## src/rtl/vcu_msg_bridge.sv

```systemverilog
// -----------------------------------------------------------------------------
// vcu_msg_bridge
//
// Single-clock mailbox between a producer CPU (p0) and a consumer CPU (p1).
// p0 pushes message words into a small first-word-fall-through FIFO; p1 pops
// them and reads the head word. The producer sees a credit count of free
// slots, and both sides see status flags and sticky overflow/underflow errors.
//
// Parameters
//   WIDTH      message word width (fixed at 32 in this revision)
//   DEPTH      number of message slots, power of two in 2..8
//   PROG_FULL  occupancy at or above which fifo_prog_full asserts, 1..DEPTH
//
// Ports
//   clk                    in   1      rising-edge clock
//   reset_p                in   1      asynchronous active-high reset
//   p0_vcu_reg_control     in   32     producer select, bits [3:0]
//   p0_vcu_reg_wdata       in   WIDTH  producer write data
//   p0_vcu_reg_wdata_we    in   1      producer write strobe
//   p0_vcu_reg_rdata       out  WIDTH  producer read data (combinational)
//   p1_vcu_reg_control     in   32     consumer select, bits [3:0]
//   p1_vcu_reg_control_we  in   1      consumer control-write strobe
//   p1_vcu_reg_rdata       out  WIDTH  consumer read data (combinational)
//   credit_counter         out  4      free-slot credits
//   is_write_enable        out  1      credit_counter != 0
//   fifo_empty             out  1      occupancy == 0
//   fifo_prog_full         out  1      occupancy >= PROG_FULL
//   fifo_full              out  1      occupancy == DEPTH
//   err_flags              out  2      sticky errors: [0] overflow, [1] underflow
//
// Producer selects: 8 push (write), 7 error clear (write) / error read,
//                   4 write-enable read.
// Consumer selects: 5 pop (control write), 3 not-empty read, 9 head word read,
//                   6 occupancy read.
// -----------------------------------------------------------------------------
module vcu_msg_bridge #(
  parameter int WIDTH     = 32,
  parameter int DEPTH     = 8,
  parameter int PROG_FULL = 4
) (
  input  logic             clk,
  input  logic             reset_p,
  input  logic [31:0]      p0_vcu_reg_control,
  input  logic [WIDTH-1:0] p0_vcu_reg_wdata,
  input  logic             p0_vcu_reg_wdata_we,
  output logic [WIDTH-1:0] p0_vcu_reg_rdata,
  input  logic [31:0]      p1_vcu_reg_control,
  input  logic             p1_vcu_reg_control_we,
  output logic [WIDTH-1:0] p1_vcu_reg_rdata,
  output logic [3:0]       credit_counter,
  output logic             is_write_enable,
  output logic             fifo_empty,
  output logic             fifo_prog_full,
  output logic             fifo_full,
  output logic [1:0]       err_flags
);

  localparam int         PTR_W  = (DEPTH > 1) ? $clog2(DEPTH) : 1;
  localparam logic [3:0] L_DEPTH = 4'(DEPTH);
  localparam logic [3:0] L_PROG  = 4'(PROG_FULL);

  localparam logic [3:0] SEL_P0_WEN   = 4'd4;
  localparam logic [3:0] SEL_P0_ERR   = 4'd7;
  localparam logic [3:0] SEL_P0_PUSH  = 4'd8;
  localparam logic [3:0] SEL_P1_NEMP  = 4'd3;
  localparam logic [3:0] SEL_P1_POP   = 4'd5;
  localparam logic [3:0] SEL_P1_OCC   = 4'd6;
  localparam logic [3:0] SEL_P1_HEAD  = 4'd9;

  logic [WIDTH-1:0] r_mem [DEPTH];
  logic [PTR_W-1:0] r_head;
  logic [PTR_W-1:0] r_tail;
  logic [3:0]       r_occ;
  logic [3:0]       r_credit;
  logic [1:0]       r_err;

  logic [3:0]       w_p0_sel;
  logic [3:0]       w_p1_sel;
  logic             w_push_req;
  logic             w_pop_req;
  logic             w_push_ok;
  logic             w_pop_ok;
  logic             w_empty;
  logic [1:0]       w_err_set;
  logic [1:0]       w_err_clr;
  logic             w_unused;

  assign w_p0_sel = p0_vcu_reg_control[3:0];
  assign w_p1_sel = p1_vcu_reg_control[3:0];

  // Only the select nibbles of the control registers are decoded.
  assign w_unused = ^{p0_vcu_reg_control[31:4], p1_vcu_reg_control[31:4]};

  assign w_push_req = p0_vcu_reg_wdata_we   & (w_p0_sel == SEL_P0_PUSH);
  assign w_pop_req  = p1_vcu_reg_control_we & (w_p1_sel == SEL_P1_POP);

  // Acceptance looks only at registered state, so a push while full is
  // dropped even if a pop frees a slot in the same cycle (and vice versa).
  assign w_empty   = (r_occ == 4'd0);
  assign w_push_ok = w_push_req & (r_credit != 4'd0);
  assign w_pop_ok  = w_pop_req  & ~w_empty;

  assign w_err_set = {w_pop_req & w_empty, w_push_req & (r_credit == 4'd0)};
  assign w_err_clr = (p0_vcu_reg_wdata_we && (w_p0_sel == SEL_P0_ERR)) ?
                     p0_vcu_reg_wdata[1:0] : 2'b00;

  // Message storage carries no reset; reads are masked while empty.
  always_ff @(posedge clk) begin
    if (w_push_ok) begin
      r_mem[r_tail] <= p0_vcu_reg_wdata;
    end
  end

  // Pointers wrap naturally because DEPTH is a power of two.
  always_ff @(posedge clk or posedge reset_p) begin
    if (reset_p) begin
      r_head <= '0;
      r_tail <= '0;
    end else begin
      if (w_push_ok) r_tail <= r_tail + 1'b1;
      if (w_pop_ok)  r_head <= r_head + 1'b1;
    end
  end

  always_ff @(posedge clk or posedge reset_p) begin
    if (reset_p) begin
      r_occ    <= 4'd0;
      r_credit <= L_DEPTH;
    end else begin
      case ({w_push_ok, w_pop_ok})
        2'b10: begin
          r_occ    <= r_occ + 4'd1;
          r_credit <= r_credit - 4'd1;
        end
        2'b01: begin
          r_occ    <= r_occ - 4'd1;
          r_credit <= r_credit + 4'd1;
        end
        default: begin
          r_occ    <= r_occ;
          r_credit <= r_credit;
        end
      endcase
    end
  end

  // A set event in the same cycle wins over a clear.
  always_ff @(posedge clk or posedge reset_p) begin
    if (reset_p) begin
      r_err <= 2'b00;
    end else begin
      r_err <= (r_err & ~w_err_clr) | w_err_set;
    end
  end

  assign credit_counter  = r_credit;
  assign is_write_enable = (r_credit != 4'd0);
  assign fifo_empty      = w_empty;
  assign fifo_full       = (r_occ == L_DEPTH);
  assign fifo_prog_full  = (r_occ >= L_PROG);
  assign err_flags       = r_err;

  always_comb begin
    p0_vcu_reg_rdata = '0;
    case (w_p0_sel)
      SEL_P0_WEN: p0_vcu_reg_rdata = {{(WIDTH-1){1'b0}}, is_write_enable};
      SEL_P0_ERR: p0_vcu_reg_rdata = {{(WIDTH-2){1'b0}}, r_err};
      default:    p0_vcu_reg_rdata = '0;
    endcase
  end

  always_comb begin
    p1_vcu_reg_rdata = '0;
    case (w_p1_sel)
      SEL_P1_NEMP: p1_vcu_reg_rdata = {{(WIDTH-1){1'b0}}, ~w_empty};
      SEL_P1_HEAD: p1_vcu_reg_rdata = w_empty ? '0 : r_mem[r_head];
      SEL_P1_OCC:  p1_vcu_reg_rdata = {{(WIDTH-4){1'b0}}, r_occ};
      default:     p1_vcu_reg_rdata = '0;
    endcase
  end

endmodule

```

## config.mk

```make
export PLATFORM = sky130hd
export DESIGN_NAME = vcu_msg_bridge
export DESIGN_NICKNAME = d
export VERILOG_FILES = /design/src/rtl/vcu_msg_bridge.sv
export SDC_FILE = /design/constraint.sdc
export NUM_CORES = 1
export LEC_CHECK = 0
export ABC_CLOCK_PERIOD_IN_PS = 8800
export CORE_ASPECT_RATIO = 0.7
export CORE_MARGIN = 3
export CORE_UTILIZATION = 50
export DETAILED_ROUTE_END_ITERATION = 8
export GPL_TIMING_DRIVEN = 0
export PLACE_DENSITY = 0.75
export SETUP_SLACK_MARGIN = 0.1
export SKIP_CTS_REPAIR_TIMING = 1
export SLEW_MARGIN = 20
export SYNTH_ARGS = -nofsm -noshare
export SYNTH_HDL_FRONTEND = slang
export SYNTH_SLANG_ARGS = --single-unit
```

## constraint.sdc

```tcl
create_clock -name clk -period 8.8 [get_ports clk]
set_input_delay 1.76 -clock clk [delete_from_list [all_inputs] [get_ports clk]]
set_output_delay 1.76 -clock clk [all_outputs]
set_load 0.02 [all_outputs]
```

==> flow_metrics.py <==
metrics = {
    "power_and_ir_drop": {
        "p_total_mw": 3.29,
        "power_density_mw_per_mm2": 245,
        "p_leak_nw": 4.43,
        "peakVddDrop_v": 0.000132,
    },
    "timing": {
        "setup-tns-final_ns": 0,
        "setup_viol": 0,
        "setup_slack_ns": 2.86,
        "min_period_ns": 5.94,
        "finalHoldViolCount": 0,
        "maxSlewViolCount": 0,
        "finalCritPeriodShare": 0.675,
        "slew_headroom": 0.391,
        "clock_skew_ns": 0.00943,
        "tightest_slew_ns": 0.913,
        "rsz0062_at_grt": "false",
        "max_freq_mhz": 168,
        "hold_ws_ns": 0.510,
    },
    "die": {
        "io_pins": 174,
        "core_mm2": 0.0212,
        "placementRows": 44,
        "die_x_um": 183,
        "die-area_mm2": 0.0239,
        "start_util": 0.519,
        "die_h_um": 130,
    },
    "global_routing": {
        "grt_pass1_wl_um": 32900,
        "grt_pass1_vias": 5672,
        "antenna_found_initial": 0,
        "grt.overflow.total": 0,
        "grt_use_total": 0.184,
        "grt_start_max_net_pins": 22,
    },
    "placement": {
        "port_buffers": 87,
        "place_ws_ns": 2.91,
        "hpwl_um": 14300,
        "gp_congestion": 0.744,
    },
    "synthesis": {
        "ys_warn_count": 0,
        "synth_edf_count": 256,
        "synthArstFlopShare": 0.0588,
        "synth_top_area_share": 0.698,
        "syn-cell-area_mm2": 0.0110,
        "syn_inst": 548,
        "ys.flop_type": "edfxtp_1",
        "avgSynthCellArea_um2": 20.1,
        "synth_area_leaders": "edfxtp_1, mux4_2, dfrtp_1",
        "seq_area_frac_synth": 0.735,
        "ys_seq_elements": 272,
        "ys_types": 43,
        "yosysTopAreaCell": "edfxtp_1",
    },
    "cts": {
        "clkSlewWorstSetupHoldPaths_ns": 0.07,
        "cts.sinks": 272,
        "cts_buffer_depth": 3,
        "insertion_delay_ns": 0.51,
        "cts_tree": "yes",
        "h-tree-depth": 1,
        "root_buffer": "clkbuf_16",
        "cts_inserted_buffers": 24,
    },
    "drt": {
        "ant_nets": 0,
        "drt-initial-drc-count": 554,
        "drc": 0,
        "viasPerCell": 5.56,
        "wl_per_cell_um": 21.9,
        "vias": 5539,
        "first_pass_iters": 5,
        "routed_wl_um": 21900,
    },
    "final_layout": {
        "diodes": 0,
        "nets": 814,
        "synthToLayoutAreaGrowth_pct": 21.9,
        "drive_gt1_frac": 0.254,
        "final_util": 0.633,
    },
    "critical_path": {
        "crit_fanout": 10,
        "r2r_cells": 11,
        "arrival_ns": 4.18,
        "critPathLaunchType": "input port",
        "rr_startpoint": "credit_counter[0]",
        "cp_data_required_time_ns": 7.04,
        "worstSetupEndpointType": "primary output",
        "critPathLaunch": "p1_vcu_reg_control[0]",
        "crit_type": "input port to primary output",
    },
    "flow_run": {
        "maxCapViolations": 0,
    },
    "min_path": {
        "hp-class": "register to register",
        "hold_depth": 1,
        "min_from": "credit_counter[3]",
    },
    "status": {
        "status": "completed",
    },
}
## final timing paths
path | endpoint | slack, ns
max reg2reg | credit_counter[3] | 5.65
min reg2reg | credit_counter[3] | 0.51
min in group asynchronous | err_flags[0] | 1.63
max in group asynchronous | r_head[2] | 6.75
min | credit_counter[3] | 0.51
max | p1_vcu_reg_rdata[2] | 2.86
## synth_stat cells (2+ instances only)
library cell  instances
a21oi_1               3
a31oi_1               3
and2_1                3
buf_2                10
buf_4                41
buf_6                 2
clkbuf_1              2
dfrtp_1              15
edfxtp_1            256
ha_1                  7
inv_1                 7
mux2_2                3
mux2i_1              32
mux4_2               64
nand2_1              13
nand2b_1              4
nand3_1               3
nor2_1               36
nor3_1                5
o21ai_0               5
xnor2_1               8
xor2_1                5
## sequential cells by signal (all words and copies together) (netlist names)
signal and count:
r_mem 256, credit_counter 4, r_occ 4, r_head 3, r_tail 3, err_flags 2
## cells in the final DEF (no fill, tap or decap), types with 3 or more instances in the layout
master	synthesis	final
a31oi_1	3	3
nor2_4	0	6
nand2_1	13	13
nor3_1	5	3
inv_1	7	7
nand3_1	3	3
mux2_2	3	3
buf_6	2	3
nand2b_1	4	4
buf_16	0	4
mux2i_1	32	32
edfxtp_1	256	256
nor2_1	36	30
nor3_2	1	3
clkdlybuf4s50_1	0	87
dfrtp_1	15	15
xor2_1	5	5
ha_1	7	7
a21oi_1	3	3
xnor2_1	8	8
conb_1	1	30
buf_2	10	10
bufinv_16	0	3
clkbuf_16	0	25
o21ai_0	5	5
and2_1	3	3
mux4_2	64	64
clkinv_1	0	6
clkbuf_1	2	4
buf_4	41	49
buf_12	0	3
## per-layer routing
metal / share of wire / GRT usage / vias up / wire length, um
met2: 0.50 / 0.320 / 194 / 11000
met4: 0.011 / 0.0286 / 0 / 245
met5: 0 / 0 / - / 0
met1: 0.42 / 0.252 / 2877 / 9190
met3: 0.065 / 0.0332 / 23 / 1420
li1: - / - / 2445 / -
## worst max-delay path: stages
cell and delay [ns]:
clkdlybuf4s50_1 0.49, inv_1 0.06, nor3_1 0.25, nand3_1 0.27, buf_2 0.31, o21ai_0 0.35, clkdlybuf4s50_1 0.68
## report_power, final
group	internal, mW	total (mW)	switching, mW
clock network	0.601	1.04	0.436
registers	1.46	1.50	0.0403
logic	0.395	0.754	0.359
total	2.45	3.29	0.836
## logic make-up (layout without fill, tap and decap cells)
logic type	after synthesis	count (layout)	share of synthesized area
compound gates	17	17	0.0101
other cells	1	30	0.000341
simple gates	75	75	0.0341
flops	272	272	0.735
mux	100	100	0.164
xor+xnor	13	13	0.0103
fa+ha+maj	7	7	0.00796
buf+inv	63	207	0.0380
## stage by stage
stage,std cells,area (um^2)
after floorplan,577,11100
final,997,13400
after CTS,997,13400
after global routing,997,13400
after detailed placement,957,12600
after global placement,940,12300
## area by class of cell
| type | count | area, um^2 |
|---|---|---|
| Buffer | 56 | 392 |
| Clock buffer | 27 | 633 |
| Clock inverter | 13 | 138 |
| Fill cell | 1429 | 7780 |
| Inverter | 7 | 26.3 |
| Multi-Input combinational cell | 242 | 2670 |
| Sequential cell | 272 | 8090 |
| Tap cell | 276 | 345 |
| Timing Repair Buffer | 104 | 1130 |
Power figures use the tool's default switching activity.
